## config.mk

```make
export PLATFORM = sky130hd
export DESIGN_NAME = operand_datapath
export DESIGN_NICKNAME = d
export VERILOG_FILES = /design/src/rtl/operand_pkg.sv /design/src/rtl/operand_seq_engine.sv /design/src/rtl/operand_datapath.sv
export SDC_FILE = /design/constraint.sdc
export NUM_CORES = 1
export LEC_CHECK = 0
export ABC_CLOCK_PERIOD_IN_PS = 6900
export CORE_ASPECT_RATIO = 1.1
export CORE_MARGIN = 1
export CORE_UTILIZATION = 40
export CTS_CLUSTER_DIAMETER = 30
export DETAILED_ROUTE_END_ITERATION = 10
export GPL_TIMING_DRIVEN = 0
export SYNTH_ARGS = -nofsm -noshare
export SYNTH_HDL_FRONTEND = slang
export SYNTH_SLANG_ARGS = --single-unit
export TNS_END_PERCENT = 10
```

## constraint.sdc

```tcl
create_clock -name clk -period 6.9 [get_ports clk]
set_input_delay 1.035 -clock clk [delete_from_list [all_inputs] [get_ports clk]]
set_output_delay 1.035 -clock clk [all_outputs]
set_load 0.1 [all_outputs]
```

## src/rtl/operand_pkg.sv

```systemverilog
// -----------------------------------------------------------------------------
// operand_pkg
// Shared constants, FSM state codes, operation modes and operand helper
// functions for the operand_datapath responder.
// Configuration macro: OPERAND_SIGNED_EN (operands are two's complement when
// defined, unsigned zero-extended otherwise).
// -----------------------------------------------------------------------------
package operand_pkg;

   localparam int DATA_W = 8;
   localparam int ACC_W  = 16;
   localparam int ADDR_W = 9;

   // FSM state codes
   localparam logic [2:0] ST_IDLE  = 3'd0;
   localparam logic [2:0] ST_FETCH = 3'd1;
   localparam logic [2:0] ST_CAPT  = 3'd2;
   localparam logic [2:0] ST_MUL   = 3'd3;
   localparam logic [2:0] ST_DIV   = 3'd4;
   localparam logic [2:0] ST_STORE = 3'd5;

   // Request index; lower index wins arbitration
   localparam logic [1:0] SVC_A = 2'd0;
   localparam logic [1:0] SVC_B = 2'd1;
   localparam logic [1:0] SVC_R = 2'd2;
   localparam logic [1:0] SVC_C = 2'd3;

   typedef enum logic [1:0] {
      MODE_ADD = 2'd0,
      MODE_SUB = 2'd1,
      MODE_MUL = 2'd2,
      MODE_DIV = 2'd3
   } mode_t;

   // Widen a ROM operand to accumulator width
   function automatic logic [ACC_W-1:0] ext_operand(input logic [DATA_W-1:0] v);
`ifdef OPERAND_SIGNED_EN
      return {{(ACC_W-DATA_W){v[DATA_W-1]}}, v};
`else
      return {{(ACC_W-DATA_W){1'b0}}, v};
`endif
   endfunction

   // Magnitude of a value whose sign is supplied separately
   function automatic logic [ACC_W-1:0] mag(input logic [ACC_W-1:0] v, input logic neg);
      return neg ? ({ACC_W{1'b0}} - v) : v;
   endfunction

endpackage

```

## src/rtl/operand_seq_engine.sv

```systemverilog
// -----------------------------------------------------------------------------
// operand_seq_engine
// Arithmetic engine: single-cycle add/subtract, iterative multiply (repeated
// addition) and divide (repeated subtraction).
// Ports:
//   clk, rst_n      clock, synchronous active-low reset
//   start, mode     load operands and begin the selected operation
//   opa, opb        A and B operands (DATA_W)
//   acc             accumulator / running dividend / remainder (ACC_W)
//   quot            quotient of the last division (ACC_W)
//   busy            an iterative operation is in progress
//   fin             combinational: this cycle is the last iteration
//   div_zero        last division had B = 0
// Configuration macro: OPERAND_SIGNED_EN (sign-magnitude handling of MUL/DIV).
// -----------------------------------------------------------------------------
module operand_seq_engine
   import operand_pkg::*;
(
   input  logic              clk,
   input  logic              rst_n,
   input  logic              start,
   input  logic [1:0]        mode,
   input  logic [DATA_W-1:0] opa,
   input  logic [DATA_W-1:0] opb,
   output logic [ACC_W-1:0]  acc,
   output logic [ACC_W-1:0]  quot,
   output logic              busy,
   output logic              fin,
   output logic              div_zero
);

   logic [ACC_W-1:0] acc_r;
   logic [ACC_W-1:0] quot_r;
   logic [ACC_W-1:0] opnd_r;      // addend for MUL, divisor magnitude for DIV
   logic [ACC_W-1:0] cnt_r;
   logic [1:0]       mode_r;
   logic             busy_r;
   logic             div_zero_r;
   logic             neg_res_r;   // negate product / quotient at the end
   logic             neg_rem_r;   // negate remainder at the end
   logic [ACC_W-1:0] ea_s;
   logic [ACC_W-1:0] eb_s;
   logic [ACC_W-1:0] sum_s;
   logic             a_neg_s;
   logic             b_neg_s;
   logic             fin_s;
   logic             b_zero_s;

   assign ea_s     = ext_operand(opa);
   assign eb_s     = ext_operand(opb);
   assign sum_s    = acc_r + opnd_r;
   assign b_zero_s = (opb == {DATA_W{1'b0}});

`ifdef OPERAND_SIGNED_EN
   assign a_neg_s = opa[DATA_W-1];
   assign b_neg_s = opb[DATA_W-1];
`else
   assign a_neg_s = 1'b0;
   assign b_neg_s = 1'b0;
`endif

   // Detect the final iteration of the running operation
   always_comb begin
      fin_s = 1'b0;
      if (busy_r) begin
         case (mode_r)
            MODE_MUL: fin_s = (cnt_r == 16'd1);
            MODE_DIV: fin_s = (acc_r < opnd_r);
            default:  fin_s = 1'b1;
         endcase
      end else begin
         fin_s = 1'b0;
      end
   end

   // Operand load and iteration
   always_ff @(posedge clk) begin
      if (!rst_n) begin
         acc_r      <= 16'd0;
         quot_r     <= 16'd0;
         opnd_r     <= 16'd0;
         cnt_r      <= 16'd0;
         mode_r     <= MODE_ADD;
         busy_r     <= 1'b0;
         div_zero_r <= 1'b0;
         neg_res_r  <= 1'b0;
         neg_rem_r  <= 1'b0;
      end else if (start) begin
         mode_r <= mode;
         case (mode)
            MODE_ADD: begin
               acc_r  <= ea_s + eb_s;
               busy_r <= 1'b0;
            end
            MODE_SUB: begin
               acc_r  <= ea_s - eb_s;
               busy_r <= 1'b0;
            end
            MODE_MUL: begin
               acc_r     <= 16'd0;
               opnd_r    <= ea_s;
               cnt_r     <= mag(eb_s, b_neg_s);
               neg_res_r <= b_neg_s;
               busy_r    <= !b_zero_s;
            end
            MODE_DIV: begin
               quot_r     <= 16'd0;
               div_zero_r <= b_zero_s;
               opnd_r     <= mag(eb_s, b_neg_s);
               neg_res_r  <= a_neg_s ^ b_neg_s;
               neg_rem_r  <= a_neg_s;
               if (b_zero_s) begin
                  // divide by zero: remainder is A as-is
                  acc_r  <= ea_s;
                  busy_r <= 1'b0;
               end else begin
                  acc_r  <= mag(ea_s, a_neg_s);
                  busy_r <= 1'b1;
               end
            end
            default: begin
               busy_r <= 1'b0;
            end
         endcase
      end else if (busy_r) begin
         if (mode_r == MODE_MUL) begin
            cnt_r  <= cnt_r - 16'd1;
            busy_r <= !fin_s;
            if (fin_s && neg_res_r) begin
               acc_r <= 16'd0 - sum_s;
            end else begin
               acc_r <= sum_s;
            end
         end else begin
            if (fin_s) begin
               // leave DIV: apply result signs (no-op in the unsigned build)
               busy_r <= 1'b0;
               acc_r  <= neg_rem_r ? (16'd0 - acc_r) : acc_r;
               quot_r <= neg_res_r ? (16'd0 - quot_r) : quot_r;
            end else begin
               acc_r  <= acc_r - opnd_r;
               quot_r <= quot_r + 16'd1;
            end
         end
      end else begin
         busy_r <= 1'b0;
      end
   end

   assign acc      = acc_r;
   assign quot     = quot_r;
   assign busy     = busy_r;
   assign fin      = fin_s;
   assign div_zero = div_zero_r;

endmodule

```

## src/rtl/operand_datapath.sv

```systemverilog
// -----------------------------------------------------------------------------
// operand_datapath
// Responder side of the En/Fim handshake: detects request strobes, fetches
// A/B operands from a synchronous ROM, launches the arithmetic engine and
// stores result / remainder on request.
// Ports:
//   clk, rst_n                          clock, synchronous active-low reset
//   EnA, EnB, EnC, EnResto              request levels (rising edge = request)
//   Endereco                            ROM address for A/B requests
//   Op, SELM, Div                       operation select, sampled at B capture
//   rom_addr / rom_data                 synchronous ROM port (1-cycle read)
//   FimA, FimB, FimC, FimResto          one-cycle completion pulses
//   B, Quociente, Resultado, Resto      operand B, running value, result, rest
//   div_zero                            last division had B = 0
// Configuration macro: OPERAND_SIGNED_EN (signed operands).
// -----------------------------------------------------------------------------
module operand_datapath
   import operand_pkg::*;
(
   input  logic              clk,
   input  logic              rst_n,
   input  logic              EnA,
   input  logic              EnB,
   input  logic              EnC,
   input  logic              EnResto,
   input  logic [ADDR_W-1:0] Endereco,
   input  logic              Op,
   input  logic              SELM,
   input  logic              Div,
   output logic [ADDR_W-1:0] rom_addr,
   input  logic [DATA_W-1:0] rom_data,
   output logic              FimA,
   output logic              FimB,
   output logic              FimC,
   output logic              FimResto,
   output logic [DATA_W-1:0] B,
   output logic [ACC_W-1:0]  Quociente,
   output logic [ACC_W-1:0]  Resultado,
   output logic [DATA_W-1:0] Resto,
   output logic              div_zero
);

   logic [2:0]        state_r;
   logic [1:0]        svc_r;
   logic [3:0]        en_s;         // {C, Resto, B, A}
   logic [3:0]        en_q_r;
   logic [3:0]        pend_r;
   logic [3:0]        req_s;
   logic [3:0]        grant_s;
   logic [ADDR_W-1:0] rom_addr_r;
   logic [DATA_W-1:0] a_r;
   logic [DATA_W-1:0] b_r;
   logic [1:0]        mode_r;
   logic [1:0]        mode_s;
   logic              fim_a_r;
   logic              fim_b_r;
   logic              fim_c_r;
   logic              fim_r_r;
   logic [ACC_W-1:0]  resultado_r;
   logic [DATA_W-1:0] resto_r;
   logic              eng_start_s;
   logic [ACC_W-1:0]  eng_acc_s;
   logic [ACC_W-1:0]  eng_quot_s;
   logic              eng_busy_s;
   logic              eng_fin_s;
   logic              eng_dz_s;
   logic              b_zero_s;

   assign en_s     = {EnC, EnResto, EnB, EnA};
   // a fresh rising edge is serviceable in the same cycle it is seen
   assign req_s    = pend_r | (en_s & ~en_q_r);
   assign b_zero_s = (rom_data == {DATA_W{1'b0}});

   // Fixed-priority arbitration A > B > Resto > C, only while idle
   always_comb begin
      grant_s = 4'b0000;
      if (state_r == ST_IDLE) begin
         if (req_s[0]) begin
            grant_s = 4'b0001;
         end else if (req_s[1]) begin
            grant_s = 4'b0010;
         end else if (req_s[2]) begin
            grant_s = 4'b0100;
         end else if (req_s[3]) begin
            grant_s = 4'b1000;
         end else begin
            grant_s = 4'b0000;
         end
      end else begin
         grant_s = 4'b0000;
      end
   end

   // Operation decode from the select lines
   always_comb begin
      mode_s = MODE_SUB;
      if (Div) begin
         mode_s = MODE_DIV;
      end else if (SELM) begin
         mode_s = MODE_MUL;
      end else if (Op) begin
         mode_s = MODE_ADD;
      end else begin
         mode_s = MODE_SUB;
      end
   end

   assign eng_start_s = (state_r == ST_CAPT) && (svc_r == SVC_B);

   operand_seq_engine u_engine (
      .clk      (clk),
      .rst_n    (rst_n),
      .start    (eng_start_s),
      .mode     (mode_s),
      .opa      (a_r),
      .opb      (rom_data),
      .acc      (eng_acc_s),
      .quot     (eng_quot_s),
      .busy     (eng_busy_s),
      .fin      (eng_fin_s),
      .div_zero (eng_dz_s)
   );

   // Handshake FSM, pending flags, ROM fetch and stored outputs
   always_ff @(posedge clk) begin
      if (!rst_n) begin
         state_r     <= ST_IDLE;
         svc_r       <= SVC_A;
         // levels held through reset are not treated as new requests
         en_q_r      <= en_s;
         pend_r      <= 4'b0000;
         rom_addr_r  <= {ADDR_W{1'b0}};
         a_r         <= 8'd0;
         b_r         <= 8'd0;
         mode_r      <= MODE_ADD;
         fim_a_r     <= 1'b0;
         fim_b_r     <= 1'b0;
         fim_c_r     <= 1'b0;
         fim_r_r     <= 1'b0;
         resultado_r <= 16'd0;
         resto_r     <= 8'd0;
      end else begin
         en_q_r  <= en_s;
         pend_r  <= req_s & ~grant_s;
         fim_a_r <= 1'b0;
         fim_b_r <= 1'b0;
         fim_c_r <= 1'b0;
         fim_r_r <= 1'b0;
         case (state_r)
            ST_IDLE: begin
               if (grant_s[0] || grant_s[1]) begin
                  rom_addr_r <= Endereco;
                  svc_r      <= grant_s[0] ? SVC_A : SVC_B;
                  state_r    <= ST_FETCH;
               end else if (grant_s[2] || grant_s[3]) begin
                  svc_r      <= grant_s[2] ? SVC_R : SVC_C;
                  state_r    <= ST_STORE;
               end else begin
                  state_r    <= ST_IDLE;
               end
            end
            ST_FETCH: begin
               // ROM is reading rom_addr; data is valid during CAPT
               state_r <= ST_CAPT;
            end
            ST_CAPT: begin
               if (svc_r == SVC_A) begin
                  a_r     <= rom_data;
                  fim_a_r <= 1'b1;
                  state_r <= ST_IDLE;
               end else begin
                  b_r     <= rom_data;
                  fim_b_r <= 1'b1;
                  mode_r  <= mode_s;
                  // B = 0 never enters the iterative states
                  if ((mode_s == MODE_MUL) && !b_zero_s) begin
                     state_r <= ST_MUL;
                  end else if ((mode_s == MODE_DIV) && !b_zero_s) begin
                     state_r <= ST_DIV;
                  end else begin
                     state_r <= ST_IDLE;
                  end
               end
            end
            ST_MUL, ST_DIV: begin
               if (eng_fin_s) begin
                  state_r <= ST_IDLE;
               end else begin
                  state_r <= state_r;
               end
            end
            ST_STORE: begin
               if (svc_r == SVC_R) begin
                  resto_r <= eng_acc_s[DATA_W-1:0];
                  fim_r_r <= 1'b1;
               end else begin
                  resultado_r <= (mode_r == MODE_DIV) ? eng_quot_s : eng_acc_s;
                  fim_c_r     <= 1'b1;
               end
               state_r <= ST_IDLE;
            end
            default: begin
               state_r <= ST_IDLE;
            end
         endcase
      end
   end

   assign rom_addr  = rom_addr_r;
   assign FimA      = fim_a_r;
   assign FimB      = fim_b_r;
   assign FimC      = fim_c_r;
   assign FimResto  = fim_r_r;
   assign B         = b_r;
   assign Quociente = eng_acc_s;
   assign Resultado = resultado_r;
   assign Resto     = resto_r;
   assign div_zero  = eng_dz_s;

endmodule

```

==> After elaboration in Yosys (flattened, before gate mapping) <==
Index checks and enable logic that the tools add are counted.
{ "totals": {"regBits": 136, "input_bits": 26, "out_inout_bits": 62, "elab_cells": 132} }
{ "classes": {"n_addsub": 6, "order_cmp": 1, "n_eq_ne": 20, "muxes": 47, "n_bitwise": 7, "n_reduce_logical": 30} }
{ "op_table": {"columns": ["op", "count"], "rows": [
  ["16-bit two-way mux", 14],
  ["16-bit case mux with 4 select lines", 1],
  ["16-bit case mux with 2 select lines", 1],
  ["2-bit AND reduction", 11],
  ["4-bit two-way mux", 5],
  ["3-bit two-way mux", 6],
  ["16-bit by 1-bit adder with 16-bit output, second input constant", 1],
  ["16-bit adder", 1],
  ["16-bit by 1-bit == test with 1-bit output, second input constant", 1],
  ["16-bit less-than comparator", 1],
  ["16-bit by 1-bit subtractor with 16-bit output, second input constant", 1],
  ["16-bit subtractor", 1],
  ["1-bit two-way mux", 13],
  ["2-bit == test, second input constant", 6],
  ["3-bit case mux with 4 select lines", 1],
  ["8-bit by 8-bit adder with 9-bit output", 1],
  ["8-bit by 8-bit subtractor with 9-bit output", 1],
  ["4-bit AND", 2],
  ["8-bit zero test", 1],
  ["2-bit two-way mux", 4],
  ["4-bit inverter", 2],
  ["2-bit nonzero test", 4],
  ["3-bit by 2-bit == test with 1-bit output, second input constant", 2],
  ["3-bit == test, second input constant", 2],
  ["17 further kinds", 28]
]} }

==> Longest topological paths before layout <==
{ "logic_depth": {"ltp_word": 12, "ltp_mapped": 11} }

==> Hierarchy <==
From an unflattened synthesis, not the netlist that was laid out.
{ "unflattened": {"hier_cells": 879, "hier_area_um2": 7503.4} }
{ "by_module_without_submodules": {"columns": ["mod", "n_inst", "cells_per_inst", "area_per_inst_um2"], "rows": [
  ["operand_seq_engine", 1, 606, 4754.6],
  ["operand_datapath", 1, 273, 2748.9]
]} }

==> Worst setup path after synthesis <==
Ideal clock, no wire load.
{ "synth_timing": {"kind": "reg2reg", "start": "register u_engine.acc_r[1] (netlist: u_engine.acc[1])", "end": "register u_engine.acc_r[15] (netlist: u_engine.acc[15])", "setup_ns": 0.074, "arrival_time_ns": 3.083, "path_slack_ns": 3.742, "stages_incl_launch_ff": 10, "path_buffers": 0, "path_cell_list": "dfxtp_1 -> inv_1 -> fa_1 -> nand2b_1 -> a21o_1 -> o2111ai_4 -> nand3_1 -> a21oi_1 -> mux2_2 -> o21ai_0"} }
{ "synth_between": {"elab_chain_len": 5, "elab_cells_between_ends": 11} }
{ "synth_lines": {"columns": ["element", "line", "source"], "rows": [
  ["start, declared", "operand_seq_engine.sv:32", "logic [ACC_W-1:0] acc_r;"],
  ["start signal, assigned", "operand_seq_engine.sv:92", "acc_r <= ea_s + eb_s;"],
  ["start signal, assigned", "operand_seq_engine.sv:96", "acc_r <= ea_s - eb_s;"],
  ["start signal, assigned", "operand_seq_engine.sv:114", "acc_r <= ea_s;"],
  ["16-bit less-than comparator / 16-bit subtractor (equally long branches)", "operand_seq_engine.sv:68, operand_seq_engine.sv:141", null],
  ["1-bit case mux with 2 select lines / 16-bit two-way mux (equally long branches)", "operand_seq_engine.sv:66, operand_seq_engine.sv:135", null],
  ["1-bit two-way mux / 16-bit two-way mux (equally long branches)", "operand_seq_engine.sv:65, operand_seq_engine.sv:126", null],
  ["3-bit inequality test (no line) / 16-bit two-way mux (equally long branches)", null, null],
  ["2-bit AND reduction (no line) / 16-bit two-way mux (equally long branches)", null, null]
]} }
Parallel ways exist; a longest one is shown, timed or not. The select of a mux whose other input is x is not followed.
A chain may end at the register's enable or synchronous reset.

==> Worst setup path in the final report <==
{ "layout_timing": {"start": "input port rom_data[0]", "end": "register u_engine.acc_r[8] (netlist: u_engine.acc[8])"} }
{ "layout_between": {"elab_chain_len": 3, "elab_cells_between_ends": 4} }
{ "layout_lines": {"columns": ["element", "line", "source"], "rows": [
  ["start, declared", "operand_datapath.sv:31", "input logic [DATA_W-1:0] rom_data,"],
  ["8-bit by 8-bit subtractor with 9-bit output / 8-bit by 8-bit adder with 9-bit output (equally long branches)", "operand_seq_engine.sv:96, operand_seq_engine.sv:92", null],
  ["16-bit case mux with 4 select lines *", "operand_seq_engine.sv:90", "case (mode)"],
  ["16-bit two-way mux *", "operand_seq_engine.sv:88", "end else if (start) begin"]
]} }
Every way passes the cells marked *; elsewhere a longest branch is shown, timed or not.

==> key figures <==
Run status
  • Outcome: completed

Yosys
  • Cell area after synthesis: between 0.007 and 0.008 mm^2
  • Unique cell type count in the Yosys netlist: 80
  • Post-Synthesis Cells: 874
  • Ys async rst share: 0
  • Cell with the most instances after synthesis: nor2_1
  • Synthesized net count: 939
  • Area fraction of the dominant cell type after synthesis: 0.353
  • Prevailing post-synth register cell: dfxtp_1
  • Post-synth EDFFs: 0
  • Average cell area after synthesis: slightly above 8 um^2
  • Top cells by area, synth: dfxtp_1 (35%), nor2_1 (7.1%), ha_1 (6.0%)
  • Synth area leader: dfxtp_1
  • Top post-synthesis cells by count: nor2_1 (138), dfxtp_1 (128), nand2_1 (56)
  • Sequential area share after synthesis: 0.353
  • YS warnings: 0
  • Yosys reg bits: approximately 130

Finish
  • Share of layout cells above drive strength 1: 0.0604
  • Nets: 1045
  • # diodes: 0
  • Finished Cell Area: 0.00902 mm^2
  • Fill count: between 1500 and 2000
  • Area growth syn-to-layout: 24.1%
  • Post-Layout Cell Count: 1231

Critical path
  • R2r setup slk: 3900 ps
  • Crit path DAT: 4110 ps
  • Crit path required time: approximately 7300 ps
  • Setup crit end: u_engine.acc[8]
  • CP startpoint: rom_data[0]
  • Worst Path Max Fanout: 7
  • Worst setup SP type: input port
  • Reg2reg end: u_engine.acc[3]
  • R2r startpoint: u_engine.acc[0]
  • R2R depth: 11
  • Setup CP Type: input port to register
  • CP Capture Type: register

Route
  • # DRC: 0
  • Antenna viol nets, final: 0
  • Vias per std cell: 5.48
  • Total iterations of the first detailed-routing run: 4
  • Via count: 6742
  • WL/cell: 17.5 um
  • 1st-iter DRT viols: 346
  • Routed wire length: 21500 um

STA
  • Setup-failing EPs final: 0
  • Worst-margin pin slew: around 980 ps
  • RSZ-0062 raised after global routing: no
  • Tcrit/Tclk final: 0.545
  • Clk_skew: 9.20 ps
  • Final Hold Vio Count: 0
  • Setup_tns: 0 ps
  • Rel. slew slack: 0.342
  • Final period demand of the worst path: 3760 ps
  • Achievable Freq: ~0.27 GHz
  • Slew Limit Fails: 0
  • Setup slack after layout: roughly 3100 ps

Floorplan
  • Core ar.: 0.0177 mm^2
  • Starting Density: 0.410
  • Number of I/O pins: 88
  • DIE AREA: 0.0187 mm^2
  • Die height: 143 um
  • Die Wd: 131 um
  • Std cell rows: 51

Clock tree
  • Hold buffers post-CTS: 0
  • Setup Buffers After CTS: 0
  • H-tree depth: 4
  • CTS Root Cell: clkbuf_16
  • CTS tree: yes
  • CTS clock-pin slew for the worst setup and hold paths: approximately 60 ps
  • Num CTS Buffers: 17
  • Clock sinks: 128
  • Post-CTS sizing: 0
  • CTS Buffer Depth: 2
  • Clk_lat worst skew: around 420 ps

Global routing
  • Tot GR Track Use: 0.240
  • Largest net degree at the start of global routing: 17
  • Grt ovf: 0
  • Global-route wire length before repair: 34100 um
  • Vias in the first global route: 6316
  • Initial antenna violation count: 0

Place
  • IO buf count: 87
  • Post-Place Cells: approximately 1200
  • Placement Setup Slack: 2820 ps
  • Detailed placement HPWL: 16000 um
  • Placed instance area: between 0.008 and 0.009 mm^2
  • Gp weighted congestion: 0.935

Pwr
  • Leak: 0.00336 uW
  • Maximum vdd drop: ~160 uV
  • Pwr dens: approximately 240 mW/mm^2

Run
  • Max-Cap Viols: 0

Min path
  • Hold_sp: u_engine.cnt_r[6]
  • HP Class: register to register
## routing by layer
layer,up-vias,track usage,share of wire
li1,3338,-,-
met1,3176,0.308,0.46
met2,196,0.396,0.47
met3,32,0.0395,0.043
met4,0,0.102,0.026
met5,-,0,0
## critical path: stages
cell and delay [ps]:
clkdlybuf4s50_1 700, ha_1 250, inv_1 60, fa_1 400, o21ba_2 230, nor4_1 210, a2111o_1 210, a211oi_1 90
o41ai_1 670, a21oi_1 100, a21oi_1 160
## power by group
group | switching [uW] | leakage, uW | internal, uW | total [uW]
clock network | 337 | 0.000271 | 559 | 895
logic | 323 | 0.00206 | 152 | 475
registers | 28.4 | 0.00104 | 775 | 804
## placed cells by master, fill, tap and decap left out, types with 4 or more instances in the layout
master           instances
nor2_1                 138
dfxtp_1                128
clkdlybuf4s50_1         87
nand2_1                 56
a21oi_1                 51
inv_1                   42
mux2i_1                 42
clkbuf_1                40
ha_1                    35
nand3_1                 30
o21ai_0                 24
a211oi_1                21
nor3_1                  19
xor2_1                  19
a311oi_1                18
clkbuf_16               17
nand2b_1                14
o211ai_1                13
nor2b_1                 12
xnor2_1                 12
nand4_1                 11
and3_1                  11
a31oi_1                  9
o31ai_1                  9
o21a_1                   8
and2_1                   7
a21o_1                   7
buf_2                    6
or3_1                    5
o21bai_1                 5
clkinvlp_4               5
nor4b_1                  4
nor3b_1                  4
a221oi_1                 4
fa_1                     4
## worst min-delay path by stage
| stage | to | depth (start not counted) |
|---|---|---|
| final | u_engine.cnt_r[6] | 2 |
| after global routing | u_engine.cnt_r[6] | 2 |
| after CTS | u_engine.cnt_r[6] | 2 |
| after detailed placement | u_engine.cnt_r[6] | 2 |
| after floorplan | u_engine.cnt_r[6] | 2 |
| after global placement | u_engine.cnt_r[6] | 2 |
## final cells by class
type | count | area, um^2 | area share
multi-input combinational | 655 | 4340 | 0.481
sequential | 128 | 2560 | 0.284
timing repair buffer | 87 | 871 | 0.0965
clock buffer | 23 | 478 | 0.0530
tap | 238 | 298 | 0.0330
buffer | 49 | 210 | 0.0233
inverter | 42 | 158 | 0.0175
clock inverter | 9 | 108 | 0.0119
## logic make-up (layout without fill, tap and decap cells)
kind of cell,Yosys count,in the layout,synth area share
DFF,128,128,0.353
adders and majority gates,39,39,0.0713
xor gates and xnor gates,31,31,0.0374
buffers and inverters,91,210,0.0506
muxes,43,43,0.0594
and+or+nand+nor,338,338,0.229
AOI/OAI and AO/OA,204,204,0.200
## stage by stage
stage	utilization	hold slack [ps]	power [uW]
after detailed placement	0.476	465	1290
after floorplan	-	437	1170
after global routing	0.509	500	2260
final	0.509	470	2170
after global placement	0.476	458	1290
after CTS	0.509	472	2190
## sequential cells by signal (all words and copies together) (netlist names), 3 cells and up
register,cells
Resultado,16
u_engine.acc,16
u_engine.cnt_r,16
u_engine.quot,16
rom_addr,9
B,8
Resto,8
a_r,8
u_engine.opnd_r,8
en_q_r,4
pend_r,4
state_r,3
Power figures use the tool's default switching activity.
